===== src/rtl/sw_asm_pkg.sv =====
// Shared definitions for the serial word assembler.
//   hold_state_t : state of the one-entry output holding register
//   cnt_w()      : width of the partial-word bit counter for a given WIDTH
//   DEF_WIDTH / DEF_DROP_W : default word and drop-counter widths
package sw_asm_pkg;

  typedef enum logic {
    HOLD_EMPTY = 1'b0,
    HOLD_FULL  = 1'b1
  } hold_state_t;

  localparam int DEF_WIDTH  = 8;
  localparam int DEF_DROP_W = 8;

  // Counter must index 0..WIDTH-1; never narrower than one bit.
  function automatic int cnt_w(input int w);
    return (w <= 2) ? 1 : $clog2(w);
  endfunction

endpackage


===== src/rtl/sw_hold_reg.sv =====
// One-entry holding register for completed words.
// Ports:
//   clk, rst      : clock, asynchronous active-high reset
//   word_in       : completed word from the shift register
//   complete      : word_in is a newly completed word this cycle
//   word_rdy      : downstream accepts the held word this cycle
//   clr_ovf       : clears overflow and drop_cnt (a same-cycle drop wins)
//   word_out      : held word, stable while FULL and not accepted
//   hold_state    : EMPTY/FULL state (word_vld is FULL)
//   overflow      : sticky, a word was dropped
//   drop_cnt      : saturating count of dropped words
// Handshake: a word transfers on a rising edge where the holder is FULL
// and word_rdy=1; word_rdy is not required to wait for word_vld.
module sw_hold_reg
  import sw_asm_pkg::*;
#(
  parameter int WIDTH  = DEF_WIDTH,
  parameter int DROP_W = DEF_DROP_W
) (
  input  logic              clk,
  input  logic              rst,
  input  logic [WIDTH-1:0]  word_in,
  input  logic              complete,
  input  logic              word_rdy,
  input  logic              clr_ovf,
  output logic [WIDTH-1:0]  word_out,
  output hold_state_t       hold_state,
  output logic              overflow,
  output logic [DROP_W-1:0] drop_cnt
);

  hold_state_t       state_q, state_d;
  logic [WIDTH-1:0]  word_q, word_d;
  logic              ovf_q, ovf_d;
  logic [DROP_W-1:0] drop_q, drop_d;
  logic              drop;

  always_comb begin
    state_d = state_q;
    word_d  = word_q;
    // A completion that finds the register FULL and not draining is lost.
    drop    = complete && (state_q == HOLD_FULL) && !word_rdy;
    case (state_q)
      HOLD_EMPTY: begin
        if (complete) begin
          state_d = HOLD_FULL;
          word_d  = word_in;
        end
      end
      HOLD_FULL: begin
        if (word_rdy) begin
          if (complete) word_d = word_in;   // back-to-back, no bubble
          else          state_d = HOLD_EMPTY;
        end
      end
      default: state_d = HOLD_EMPTY;
    endcase

    ovf_d  = ovf_q;
    drop_d = drop_q;
    if (drop) begin
      ovf_d = 1'b1;
      if (clr_ovf)             drop_d = DROP_W'(1);
      else if (drop_q != '1)   drop_d = drop_q + DROP_W'(1);
    end else if (clr_ovf) begin
      ovf_d  = 1'b0;
      drop_d = '0;
    end
  end

  always_ff @(posedge clk or posedge rst) begin
    if (rst) begin
      state_q <= HOLD_EMPTY;
      word_q  <= '0;
      ovf_q   <= 1'b0;
      drop_q  <= '0;
    end else begin
      state_q <= state_d;
      word_q  <= word_d;
      ovf_q   <= ovf_d;
      drop_q  <= drop_d;
    end
  end

  assign word_out   = word_q;
  assign hold_state = state_q;
  assign overflow   = ovf_q;
  assign drop_cnt   = drop_q;

endmodule


===== src/rtl/serial_word_assembler.sv =====
// Packs WIDTH consecutive valid serial bits into a parallel word and
// presents it through a one-entry valid/ready holding register.
// Ports:
//   clk, rst  : clock, asynchronous active-high reset
//   bit_in    : serial data bit
//   bit_vld   : bit_in is valid this cycle
//   flush     : discards the partial word (and this cycle's bit)
//   clr_ovf   : clears overflow and drop_cnt
//   word_out  : assembled word
//   word_vld  : word_out holds a valid word
//   word_rdy  : downstream accepts the word
//   bit_cnt   : bits collected in the partial word
//   overflow  : sticky, at least one word dropped
//   drop_cnt  : saturating dropped-word count
// All outputs come straight from flops.
module serial_word_assembler
  import sw_asm_pkg::*;
#(
  parameter int WIDTH     = DEF_WIDTH,
  parameter bit MSB_FIRST = 1'b1,
  parameter int DROP_W    = DEF_DROP_W
) (
  input  logic                      clk,
  input  logic                      rst,
  input  logic                      bit_in,
  input  logic                      bit_vld,
  input  logic                      flush,
  input  logic                      clr_ovf,
  output logic [WIDTH-1:0]          word_out,
  output logic                      word_vld,
  input  logic                      word_rdy,
  output logic [cnt_w(WIDTH)-1:0]   bit_cnt,
  output logic                      overflow,
  output logic [DROP_W-1:0]         drop_cnt
);

  localparam int CW = cnt_w(WIDTH);

  logic [WIDTH-1:0] sr_q, sr_d, shifted;
  logic [CW-1:0]    cnt_q, cnt_d;
  logic             accept, complete;
  hold_state_t      hold_state;

  always_comb begin
    accept   = bit_vld && !flush;
    complete = accept && (cnt_q == CW'(WIDTH - 1));
    // The word including the arriving bit; on completion this goes
    // straight to the holding register.
    if (MSB_FIRST) shifted = {sr_q[WIDTH-2:0], bit_in};
    else           shifted = {bit_in, sr_q[WIDTH-1:1]};

    sr_d  = sr_q;
    cnt_d = cnt_q;
    if (flush) begin
      sr_d  = '0;
      cnt_d = '0;
    end else if (accept) begin
      if (complete) begin
        sr_d  = '0;
        cnt_d = '0;
      end else begin
        sr_d  = shifted;
        cnt_d = cnt_q + CW'(1);
      end
    end
  end

  always_ff @(posedge clk or posedge rst) begin
    if (rst) begin
      sr_q  <= '0;
      cnt_q <= '0;
    end else begin
      sr_q  <= sr_d;
      cnt_q <= cnt_d;
    end
  end

  sw_hold_reg #(
    .WIDTH  (WIDTH),
    .DROP_W (DROP_W)
  ) u_hold (
    .clk        (clk),
    .rst        (rst),
    .word_in    (shifted),
    .complete   (complete),
    .word_rdy   (word_rdy),
    .clr_ovf    (clr_ovf),
    .word_out   (word_out),
    .hold_state (hold_state),
    .overflow   (overflow),
    .drop_cnt   (drop_cnt)
  );

  assign word_vld = (hold_state == HOLD_FULL);
  assign bit_cnt  = cnt_q;

endmodule


===== config.mk =====
export PLATFORM = sky130hd
export DESIGN_NAME = serial_word_assembler
export DESIGN_NICKNAME = d
export VERILOG_FILES = /design/src/rtl/sw_asm_pkg.sv /design/src/rtl/sw_hold_reg.sv /design/src/rtl/serial_word_assembler.sv
export SDC_FILE = /design/constraint.sdc
export NUM_CORES = 1
export LEC_CHECK = 0
export CORE_ASPECT_RATIO = 1.25
export CORE_MARGIN = 1
export CORE_UTILIZATION = 30
export CTS_BUF_LIST = sky130_fd_sc_hd__clkbuf_8
export CTS_CLUSTER_SIZE = 24
export DETAILED_ROUTE_END_ITERATION = 7
export GPL_ROUTABILITY_DRIVEN = 0
export GPL_TIMING_DRIVEN = 0
export HOLD_SLACK_MARGIN = 0.1
export SYNTH_ARGS = -nofsm -noshare
export SYNTH_HDL_FRONTEND = slang
export SYNTH_SLANG_ARGS = --single-unit

===== constraint.sdc =====
create_clock -name clk -period 2.2 [get_ports clk]
set_input_delay 0.33 -clock clk [delete_from_list [all_inputs] [get_ports clk]]
set_output_delay 0.33 -clock clk [all_outputs]
set_load 0.005 [all_outputs]

Yosys cells after proc, flatten, opt, wreduce, memory -nomap -nowiden:

Index checks and enable logic that the tools add are counted.

* bits in registers: 28
* input bits: 7
* output and inout port bits: 21
* logic and storage cells: 40

* $add $sub $neg: 2
* eq/ne operators: 3
* mux-type cells: 18
* bitwise gates (word level): 1
* reductions and logical operators: 10

Operators with widths (count)
* $mux W8: 6
* $mux W7: 3
* $pmux W8 S2: 1
* $mux W3: 3
* $add A8 B1 Y8 const B: 1
* $ne A8 B8 Y1 const B: 1
* $reduce_bool A2 Y1: 3
* $logic_and A1 B1 Y1: 4
* $mux W1: 4
* $add A3 B1 Y3 const B: 1
* $eq A3 B3 Y1 const B: 1
* $logic_not A1 Y1: 2
* $ne A2 B2 Y1 const B: 1
* $pmux W1 S2: 1
* $reduce_and A2 Y1: 1
* $not A1 Y1: 1

Depth between registers and ports, before layout:

* word-level depth: 7
* depth in mapped cells: 7
* depth with buffers taken out: 6

Cells and area by module:

Synthesis repeated with hierarchy kept, for this count alone.

* cells, all modules: 117
* area, all modules: 1382.6 µm²

By module, submodules not included
* sw_hold_reg: instances 1, cells each 75, area an instance 904.6 µm², sequential area each 450.4 µm²
* serial_word_assembler: instances 1, cells each 42, area an instance 478.0 µm², sequential area each 250.2 µm²

Worst setup path after synthesis:

No wires, ideal clock.

* path kind: register to register
* start: reg cnt_q[0] (netlist: bit_cnt[0])
* end: reg u_hold.drop_q[5] (netlist: u_hold.drop_cnt[5])
* setup time: 125 ps
* data arrival time: 1703 ps
* required time: 2075 ps
* slack: 372 ps
* stages on the path, launching flop included: 8
* buffers on the path: 1
* clock period less this slack: 1828 ps
* cell sequence: dfrtp_1 ha_1 ha_1 buf_2 nand3b_4 a211oi_4 and3_1 mux2_4

* longest elaborated chain between the ends: 6
* elaborated cells on any way between the ends: 7
* those cells by class: eq/ne: 1; mux: 1; reduce/logical: 5

RTL lines
* from (decl): line serial_word_assembler.sv:40 `logic [CW-1:0] cnt_q, cnt_d;`
* from (signal assigned): line serial_word_assembler.sv:74 `cnt_q <= cnt_d;`
* $eq A3 B3 Y1 *: line serial_word_assembler.sv:46 `complete = accept && (cnt_q == CW'(WIDTH - 1));`
* $logic_and A1 B1 Y1 *: line serial_word_assembler.sv:46
* $logic_and A1 B1 Y1 * (2 in series): line sw_hold_reg.sv:42 `drop = complete && (state_q == HOLD_FULL) && !word_rdy;`
* $reduce_bool A2 Y1 (no source line)
* $reduce_and A2 Y1 (no source line)
* to (signal assigned): line sw_hold_reg.sv:81 `drop_q <= drop_d;`
* to (decl): line sw_hold_reg.sv:35 `logic [DROP_W-1:0] drop_q, drop_d;`

Mark *: on every way between the ends. The rest lies on a longest branch, timed or not.
A chain may end at the register's enable or synchronous reset.

Worst setup path after layout:

Ends and elaborated chain as after synthesis.

==> metrics.md <==
| Metric | Value |
|---|---|
| Hold WC Path Type | `primary input to register` |
| Fin crit share | `92.30%` |
| Drc violations | `0` |
| Average wire per cell in the routed design | `13.27 um` |
| Largest net degree at the start of global routing | `29` |
| Final Net Count | `158` |
| Total track usage | `12.71%` |
| Hold Fails Final Rpt | `0` |
| Pwr dens | `510.1 mW/mm2` |
| DPL Wire Length | `1.871 mm` |
| Core Region | `0.004392 mm2` |
| Max H-tree Level | `1` |
| Setup TNS | `0 ns` |
| Yosys cell types | `34` |
| Synth-to-Final Area Change | `28.39%` |
| Final Non-Filler Cells | `205` |
| Max Cap Viol | `0` |
| Clk sinks | `28` |
| Placed Area | `0.001699 mm2` |
| Pwr Total | `894.9 uW` |
| Port buffer count | `26` |
| Final Max Slew Viols | `0` |
| Worst Setup Path Type | `register to register` |
| Setup Skew | `0.002177 ns` |
| Worst hold path depth | `3` |
| Post-route ant nets | `0` |
| Die area | `0.004830 mm2` |
| Post-synth EDFFs | `0` |
| CTS resizes | `0` |
| Design area | `0.001754 mm2` |
| Boundary pin count | `28` |
| Net Count, Synth | `127` |
| Seq/Total Area, Yosys | `51.28%` |
| Peak VDD IR | `0.0001987 V` |
| Post-synth top area share | `51.28%` |
| Total CTS buffers | `3` |
| Min Hold Slack | `0.4562 ns` |
| Area leader, netlist | `dfrtp_1` |
| Setup bufs post-CTS | `0` |
| Slew HR | `28.07%` |
| Share of cells above drive strength 1 | `15.65%` |
| N_diodes | `0` |
| Worst-margin pin slew | `1.078 ns` |
| Final WS setup | `0.1694 ns` |
| Status | `complete, no violations` |
| Overflow after GRT | `0` |
| Predominant post-synthesis flop cell | `dfrtp_1` |
| Mapped Cells | `117` |
| Ys async rst share | `100.0%` |
| TritonRoute pass-1 iters | `4` |
| Clk root buf | `clkbuf_8` |
| CTS clock-pin slew for the worst setup and hold paths | `0.09 ns` |
| Leakage | `0.7479 nW` |
| Clk buf depth | `2` |
| Avg Cell Area, Syn | `11.68 um2` |
| CP Launch Type | `register` |
| Unrepaired setup endpoints after global routing | `false` |
| Final worst path period need | `2.031 ns` |
| Number of global-route vias before repair | `1027` |
| Pre-CTS WS | `0.1486 ns` |
| Register bit total from synthesis | `28` |
| Vias | `983` |
| Initial core utilization | `31.11%` |
| Initial antenna violation count | `0` |
| Largest cells by area after synthesis | `dfrtp_1 51%, mux2_2 6.6%, nand2b_1 4.6%` |
| F_max | `492.5 MHz` |
| Hold buffer count at CTS | `0` |
| Mapped Area | `0.001366 mm2` |
| Setup-failing EPs final | `0` |
| Global-route wire length before repair | `4.878 mm` |
| CP arrival | `2.20 ns` |
| Critical Path End Type | `register` |
| TritonCTS clock tree | `yes` |
| Overall routed net length | `2.720 mm` |
| Clk Latency, worst-skew pair | `0.27 ns` |
| Die span in x | `62.36 um` |
| Synth warn | `0` |
| Vias per inst | `4.795` |
| Placed cells | `201` |
| Crit Path Max Fanout | `10` |
| # rows | `27` |
| Starting DRT DRC Count | `51` |
| CP required | `2.37 ns` |
| R2R depth | `7` |
| Vert. Die Dim | `77.45 um` |
| Final core occ | `39.94%` |
-- worst paths after layout --
kind | from | to | slack, ns
min | bit_vld | bit_cnt[2]$_DFFE_PP0P_ | 0.46
min in group asynchronous | rst | u_hold.word_out[0]$_DFFE_PP0P_ | 0.62
max | bit_cnt[0]$_DFFE_PP0P_ | u_hold.drop_cnt[5]$_DFFE_PP0P_ | 0.17
max reg2reg | bit_cnt[0]$_DFFE_PP0P_ | u_hold.drop_cnt[5]$_DFFE_PP0P_ | 0.17
min reg2reg | u_hold.word_out[5]$_DFFE_PP0P_ | u_hold.word_out[5]$_DFFE_PP0P_ | 0.51
max in group asynchronous | rst | u_hold.word_out[6]$_DFFE_PP0P_ | 0.94
-- layer usage --
metal,track usage [%],vias to the layer above,part of all wire [%]
met5,0,-,0
met4,5.814,0,1.9
met3,1.912,4,3.1
met2,21.54,31,49
met1,15.86,477,46
li1,-,471,-
-- critical path, stage by stage (launching register included) --
cell and delay [ns]:
dfrtp_1 0.40, ha_1 0.16, ha_1 0.13, buf_2 0.20, nand3b_4 0.19, a211oi_4 0.31, and3_1 0.23, mux2_4 0.30
-- Yosys cell counts, types with 2 or more instances --
library cell,number
dfrtp_1,28
a21oi_1,10
nand2b_1,10
nor2_1,9
mux2_2,8
nand3b_1,8
buf_2,4
mux2i_1,4
ha_1,3
nand3_1,3
and3_1,2
clkbuf_1,2
inv_1,2
nand2_1,2
nor2b_1,2
o21ai_0,2
-- power by group --
part / internal [mW] / switching (mW)
registers: 0.520 / 0.00430
logic: 0.0251 / 0.0291
clock network: 0.160 / 0.157
total: 0.705 / 0.190
-- flip-flops by register name (all words and copies together) (netlist names) --
| name | flops |
|---|---|
| u_hold.word_out | 8 |
| u_hold.hold_state | 1 |
| sr_q | 7 |
| u_hold.overflow | 1 |
| bit_cnt | 3 |
| u_hold.drop_cnt | 8 |
-- kinds of logic (layout without fill, tap and decap cells) --
family | count (synthesis) | after routing | share of synthesized area, %
fa+ha+maj | 3 | 3 | 2.748
compound gates | 19 | 19 | 10.53
mux | 13 | 13 | 10.62
simple gates | 44 | 44 | 21.34
flops | 28 | 28 | 51.28
buf+inv | 9 | 39 | 2.839
xor+xnor | 1 | 1 | 0.6411
-- cell usage in the layout, fill, tap and decap left out, types with 2 or more instances in the layout --
master / count
inv_1: 2
a21oi_1: 10
buf_2: 4
clkbuf_8: 4
nor2b_1: 2
ha_1: 3
mux2i_1: 4
clkbuf_1: 2
nor2_1: 9
nand3_1: 3
mux2_2: 8
nand3b_1: 8
o21ai_0: 2
nand2b_1: 10
and3_1: 2
clkdlybuf4s50_1: 26
dfrtp_1: 28
nand2_1: 2
-- cell type report --
cell class	instances	area (um2)
plain buffers	7	31.28
clock buffers	4	55.05
fillers	452	2638
inverters	2	7.507
multi-input cells	80	626.9
flip-flops and latches	28	700.7
well taps	58	72.57
repair buffers	26	260.3
Note: power is estimated with default switching activity, not from simulation.
